### src/rtl/branch_resolve_pkg.sv
// rtl/branch_resolve_pkg.sv - branch condition encodings, FSM states and resolve helper
package branch_resolve_pkg;

   // branch condition encodings carried on br_cond
   localparam logic [2:0] BR_EQ     = 3'd0;
   localparam logic [2:0] BR_NE     = 3'd1;
   localparam logic [2:0] BR_LT     = 3'd2;
   localparam logic [2:0] BR_GT     = 3'd3;
   localparam logic [2:0] BR_LE     = 3'd4;
   localparam logic [2:0] BR_GE     = 3'd5;
   localparam logic [2:0] BR_ALWAYS = 3'd6;
   localparam logic [2:0] BR_NEVER  = 3'd7;

   // sequential fall-through distance (one 32-bit instruction)
   localparam int FALLTHROUGH_INC = 4;

   typedef enum logic [1:0] {
      ST_IDLE     = 2'd0,
      ST_REDIRECT = 2'd1,
      ST_FLUSH    = 2'd2
   } br_state_e;

   typedef struct packed {
      logic eq;
      logic ne;
      logic lt;
      logic gt;
      logic le;
      logic ge;
   } br_flags_t;

   // pick the flag named by the condition; ALWAYS/NEVER ignore the flags
   function automatic logic cond_taken(input logic [2:0] cond, input br_flags_t f);
      logic t;
      case (cond)
         BR_EQ:     t = f.eq;
         BR_NE:     t = f.ne;
         BR_LT:     t = f.lt;
         BR_GT:     t = f.gt;
         BR_LE:     t = f.le;
         BR_GE:     t = f.ge;
         BR_ALWAYS: t = 1'b1;
         default:   t = 1'b0;
      endcase
      return t;
   endfunction

endpackage

### src/rtl/branch_resolve_bht_2bit.sv
// rtl/branch_resolve_bht_2bit.sv - table of 2-bit saturating branch direction counters
module bht_2bit #(
   parameter int IDX_W = 4
) (
   input  logic             clk,
   input  logic             rst,
   input  logic [IDX_W-1:0] rd_idx,
   output logic             rd_pred,
   input  logic             wr_en,
   input  logic [IDX_W-1:0] wr_idx,
   input  logic             wr_taken
);

   localparam int ENTRIES = 1 << IDX_W;

   logic [1:0] ctr [ENTRIES];

   // counters start weakly not-taken and saturate at 00 / 11
   always_ff @(posedge clk) begin
      if (rst) begin
         for (int i = 0; i < ENTRIES; i++) begin
            ctr[i] <= 2'b01;
         end
      end else if (wr_en) begin
         if (wr_taken && ctr[wr_idx] != 2'b11) begin
            ctr[wr_idx] <= ctr[wr_idx] + 2'b01;
         end else if (!wr_taken && ctr[wr_idx] != 2'b00) begin
            ctr[wr_idx] <= ctr[wr_idx] - 2'b01;
         end
      end
   end

   // read is asynchronous, so a same-cycle write is not yet visible
   assign rd_pred = ctr[rd_idx][1];

endmodule

### src/rtl/branch_resolve.sv
// rtl/branch_resolve.sv - execute-stage branch resolve, redirect/flush FSM, optional BHT (BRANCH_PRED_EN)
module branch_resolve
   import branch_resolve_pkg::*;
#(
   parameter int PC_W         = 32,
   parameter int FLUSH_CYCLES = 2,
   parameter int BHT_IDX_W    = 4
) (
   input  logic            clk,
   input  logic            rst,
   input  logic            br_valid,
   input  logic [2:0]      br_cond,
   input  logic            EQ,
   input  logic            NE,
   input  logic            LT,
   input  logic            GT,
   input  logic            LE,
   input  logic            GE,
   input  logic [PC_W-1:0] br_pc,
   input  logic [PC_W-1:0] br_target,
   input  logic            pred_taken,
   input  logic [PC_W-1:0] fetch_pc,
   output logic            fetch_pred,
   input  logic            redir_ready,
   output logic            redir_valid,
   output logic [PC_W-1:0] redir_pc,
   output logic            flush,
   output logic            stall,
   output logic            resolved_taken,
   output logic            mispredict
);

   localparam int CNT_W = (FLUSH_CYCLES > 1) ? $clog2(FLUSH_CYCLES) : 1;

   br_state_e       state;
   logic [CNT_W-1:0] cnt;
   br_flags_t       flags;
   logic            taken;
   logic [PC_W-1:0] fallthrough;
   logic            accept;

   // resolve direction and sequential PC for the branch in execute
   always_comb begin
      flags       = '{eq: EQ, ne: NE, lt: LT, gt: GT, le: LE, ge: GE};
      taken       = cond_taken(br_cond, flags);
      fallthrough = br_pc + PC_W'(FALLTHROUGH_INC);
      accept      = br_valid && (state == ST_IDLE);
   end

   // redirect/flush sequencer; every output is registered alongside the state
   always_ff @(posedge clk) begin
      if (rst) begin
         state          <= ST_IDLE;
         cnt            <= '0;
         redir_valid    <= 1'b0;
         redir_pc       <= '0;
         flush          <= 1'b0;
         stall          <= 1'b0;
         resolved_taken <= 1'b0;
         mispredict     <= 1'b0;
      end else begin
         resolved_taken <= 1'b0;
         mispredict     <= 1'b0;
         case (state)
            ST_IDLE: begin
               if (accept) begin
                  resolved_taken <= taken;
                  mispredict     <= (taken != pred_taken);
                  if (taken != pred_taken) begin
                     redir_pc    <= taken ? br_target : fallthrough;
                     redir_valid <= 1'b1;
                     flush       <= 1'b1;
                     stall       <= 1'b1;
                     state       <= ST_REDIRECT;
                  end
               end
            end
            ST_REDIRECT: begin
               // redir_valid is always high here, so ready alone completes the handshake
               if (redir_ready) begin
                  redir_valid <= 1'b0;
                  cnt         <= CNT_W'(FLUSH_CYCLES - 1);
                  state       <= ST_FLUSH;
               end
            end
            ST_FLUSH: begin
               if (cnt == '0) begin
                  flush <= 1'b0;
                  stall <= 1'b0;
                  state <= ST_IDLE;
               end else begin
                  cnt <= cnt - CNT_W'(1);
               end
            end
            default: begin
               state <= ST_IDLE;
            end
         endcase
      end
   end

`ifdef BRANCH_PRED_EN
   logic unused_fetch_pc_bits;
   assign unused_fetch_pc_bits = ^{fetch_pc[PC_W-1:BHT_IDX_W+2], fetch_pc[1:0]};

   bht_2bit #(
      .IDX_W (BHT_IDX_W)
   ) u_bht (
      .clk      (clk),
      .rst      (rst),
      .rd_idx   (fetch_pc[BHT_IDX_W+1:2]),
      .rd_pred  (fetch_pred),
      .wr_en    (accept),
      .wr_idx   (br_pc[BHT_IDX_W+1:2]),
      .wr_taken (taken)
   );
`else
   logic unused_fetch_pc;
   assign unused_fetch_pc = ^fetch_pc;
   // static not-taken prediction
   assign fetch_pred = 1'b0;
`endif

endmodule
### config.mk
export PLATFORM = sky130hd
export DESIGN_NAME = branch_resolve
export DESIGN_NICKNAME = d
export VERILOG_FILES = /design/src/rtl/branch_resolve_pkg.sv /design/src/rtl/branch_resolve_bht_2bit.sv /design/src/rtl/branch_resolve.sv
export SDC_FILE = /design/constraint.sdc
export NUM_CORES = 1
export LEC_CHECK = 0
export ABC_AREA = 1
export CORE_MARGIN = 8
export CORE_UTILIZATION = 36
export DETAILED_ROUTE_END_ITERATION = 12
export GPL_TIMING_DRIVEN = 0
export PLACE_DENSITY = 0.85
export SLEW_MARGIN = 20
export SYNTH_ARGS = -nofsm -noshare
export SYNTH_HDL_FRONTEND = slang
export SYNTH_SLANG_ARGS = --single-unit
### constraint.sdc
create_clock -name clk -period 1.5 [get_ports clk]
set_input_delay 0.3 -clock clk [delete_from_list [all_inputs] [get_ports clk]]
set_output_delay 0.3 -clock clk [all_outputs]
set_load 0.005 [all_outputs]
==> load_flow_metrics.sql, run 1 <==
INSERT INTO impl_metrics (metric_group, metric, value, unit) VALUES
('sta', 'tightest_slew', '0.5681', 'ns'),
('clock_tree', 'cts-htree-levels', '2', ''),
('synthesis', 'post_synthesis_sequential_area_ratio', '28.48', '%'),
('power_and_ir_drop', 'static-leakage-power', '0.002002', 'µW'),
('placement', 'placement.io_buffers', '113', ''),
('route', 'dr.first_iter.drc_count', '234', ''),
('route', 'vias_per_cell', '4.952', ''),
('sta', 'setup_violations', '0', ''),
('route', 'dr.pass1.iters', '5', ''),
('power_and_ir_drop', 'power_density', '669.9', 'nW/µm²'),
('route', 'wire_per_inst', '15.36', 'µm'),
('synthesis', 'synth_cell_types', '33', ''),
('grt', 'grt.total_usage', '19.95', '%'),
('setup_path', 'worst_path_dominant_cell_family', 'buffers and inverters', ''),
('outcome', 'result_of_the_run', 'complete, no violations', ''),
('placement', 'gp_routability_congestion', '0.8995', ''),
('floorplanning', 'core.rowCount', '32', ''),
('setup_path', 'buf_inv_on_cp', '1', ''),
('cells_and_area', 'finalNetCount', '715', ''),
('cells_and_area', 'post_route_cells_drive_above_1_share', '22.64', '%'),
('setup_path', 'crit_slowest_cell', 'sky130_fd_sc_hd__clkdlybuf4s50_1', ''),
('clock_tree', 'clock_path_buffers', '2', ''),
('hold_path', 'worst_hold_path_type', 'in -> reg', ''),
('clock_tree', 'clock_tree_from_tritoncts', 'done', ''),
('setup_path', 'crit_start', 'redir_pc[26]', ''),
('power_and_ir_drop', 'max-vdd-ir-drop', '411.2', 'µV'),
('cells_and_area', 'finish.cell_count_without_fillers', '708', ''),
('setup_path', 'worst_r2r_endpoint', 'redir_pc[28]', ''),
('grt', 'overflow', '0', ''),
('cells_and_area', 'layout_common_cells', '153 x sky130_fd_sc_hd__nand2_1, 71 x sky130_fd_sc_hd__clkdlybuf4s50_1, 65 x sky130_fd_sc_hd__nor2_1, 33 x sky130_fd_sc_hd__dfxtp_1, 23 x sky130_fd_sc_hd__dlygate4sd2_1', ''),
('setup_path', 'max_stage_delay', '0.52', 'ns'),
('grt', 'grt_start_max_net_pins', '13', ''),
('cells_and_area', 'flow.area_growth_from_synthesis', '67.82', '%'),
('setup_path', 'r2r-start', 'state[1]', ''),
('sta', 'finalHoldWorstSlack', '0.3340', 'ns'),
('setup_path', 'critical_path_class', 'reg -> out', ''),
('cells_and_area', 'final_core_util', '60.80', '%'),
('placement', 'post-place-ws', '-0.7990', 'ns'),
('synthesis', 'syn-instance-count', '461', ''),
('floorplanning', 'ioPinCount', '148', ''),
('clock_tree', 'clock-sinks', '39', ''),
('setup_path', 'cp_cell_sequence', 'clkdlybuf4s50_1', ''),
('placement', 'dp_hpwl', '8.296', 'mm'),
('setup_path', 'crit_path_end_kind', 'output port', ''),
('grt', 'grt_antenna_before_repair', '0', ''),
('clock_tree', 'cts.clk_slew.worst_paths', '0.08', 'ns'),
('floorplanning', 'initial_util', '36.23', '%'),
('clock_tree', 'cts_inserted_buffers', '5', ''),
('synthesis', 'synth-seq-cells', '39', ''),
('floorplanning', 'floorplan.die.height', '103.3', 'µm'),
('grt', 'via_count_of_the_first_global_routing_pass', '3416', ''),
('clock_tree', 'clk-insertion-delay-late', '0.29', 'ns'),
('setup_path', 'regToRegSetupSlack', '0.11', 'ns'),
('synthesis', 'synth.cell_area', '2741', 'µm²'),
('placement', 'placed_cells_incl_taps', '676', ''),
('route', 'post-route-drc-count', '0', ''),
('setup_path', 'critPathMaxFanout', '2', ''),
('grt', 'grt_pass1_wl', '16.53', 'mm'),
('synthesis', 'syn_area_per_cell', '5.947', 'µm²'),
('route', 'ant_nets', '0', ''),
('sta', 'maxClockFrequency', '0.6844', 'GHz'),
('floorplanning', 'die_area', '10660', 'µm²'),
('sta', 'final_max_slew_viol_count', '0', ''),
('setup_path', 'path_depth', '1', ''),
('sta', 'final.setup_skew', '0.006587', 'ns'),
('floorplanning', 'design.core.area', '7567', 'µm²'),
('floorplanning', 'chipWidth', '103.3', 'µm'),
('setup_path', 'critical_path_startpoint_category', 'register', ''),
('setup_path', 'cp_data_arrival_time', '1.16', 'ns'),
('synthesis', 'synthesized_net_count', '572', ''),
('sta', 'grt_setup_unrepaired', 'yes', '');
[synthesized netlist by cell type (all sizes together)]
master | instances | area, µm²
nand2 | 176 | 675.7
clkbuf | 3 | 11.26
or2 | 2 | 12.51
dfxtp | 39 | 780.8
a21oi | 28 | 140.1
nor3 | 4 | 36.29
buf | 15 | 115.1
xor2 | 7 | 61.31
conb | 1 | 3.750
a31o | 1 | 8.760
xnor2 | 4 | 35.03
o21ai | 25 | 125.1
ha | 1 | 12.51
inv | 26 | 100.1
nand3 | 25 | 155.2
nor2 | 93 | 387.9
nand4 | 2 | 12.51
nand3b | 9 | 67.56
[per-stage QoR]
stage	total power (µW)	setup TNS, ns	area, µm²
floorplan	1647	0	2741
global placement	2162	-19.42	4000
detailed placement	2186	-21.83	4000
CTS	3039	0	4434
global route	3241	-0.1023	4598
finish	3082	0	4601
[layer usage]
| layer | wire [µm] | GRT usage, % |
|---|---|---|
| met1 | 4565 | 24.31 |
| met3 | 883 | 4.016 |
| met5 | 0 | 0 |
| met2 | 5353 | 35.53 |
| met4 | 70 | 3.560 |
[how the worst min path moves through the flow]
stage                            from  slack, ns     endpoint  depth (start not counted)
final                             rst       0.33     state[1]                          2
after global routing              rst       0.37          cnt                          2
after CTS                         rst       0.32  redir_pc[6]                          2
after detailed placement  redir_valid       0.44  redir_valid                          2
after global placement    redir_valid       0.44  redir_valid                          2
after floorplan           redir_valid       0.44  redir_valid                          2
[report_power, final]
group,internal [µW],switching [µW],total (µW)
clock,326,403,729
sequential,1130,50.2,1180
combinational,609,566,1180
[layout make-up]
cell class / count / area [µm²]
diodes: 1 / 2.502
plain buffers: 18 / 158.9
clock buffers: 6 / 72.57
clock inverters: 2 / 12.51
fillers: 690 / 2967
inverters: 26 / 110.1
multi-input cells: 378 / 1966
flip-flops and latches: 39 / 788.3
well taps: 102 / 127.6
repair buffers: 136 / 1363
[worst reg2reg max path, stage by stage (launching register included)]
cell and delay [ns]:
sky130_fd_sc_hd__dfxtp_1 0.34, sky130_fd_sc_hd__nor2_1 0.11, sky130_fd_sc_hd__nand2_1 0.08, sky130_fd_sc_hd__inv_1 0.09, sky130_fd_sc_hd__nand3_4 0.14, sky130_fd_sc_hd__buf_12 0.17, sky130_fd_sc_hd__buf_6 0.13, sky130_fd_sc_hd__nor2_1 0.09
sky130_fd_sc_hd__nand2_1 0.05, sky130_fd_sc_hd__a21oi_1 0.12
[kinds of logic (layout without fill, tap and decap cells)]
family	after synthesis	in the layout	share of synthesized area (%)
flip-flops	39	39	28.48
XOR/XNOR	11	11	3.514
other	1	2	0.1368
adder cells (fa/ha/maj)	1	1	0.4563
AND/OR/NAND/NOR	311	311	49.16
buffers and inverters	44	188	8.261
AO/OA/AOI/OAI	54	54	9.995
[sequential cells by signal, summed over array words and instances (netlist names)]
signal,flops
redir_pc,32
state,2
cnt,1
mispredict,1
redir_valid,1
resolved_taken,1
stall,1
[repair_timing]
item,in CTS,in global routing
endpoints found under the setup margin,38,41
gates cloned,3,0
pin swaps,22,18
gates resized for setup,98,59
buffers inserted,13,7
Power figures use the tool's default switching activity.
==> run 2: changes to the inputs <==
- CAP_MARGIN: unset -> 20
==> results of run 2 <==
Same layout as run 1: the final DEF is identical, and so are final timing and power.
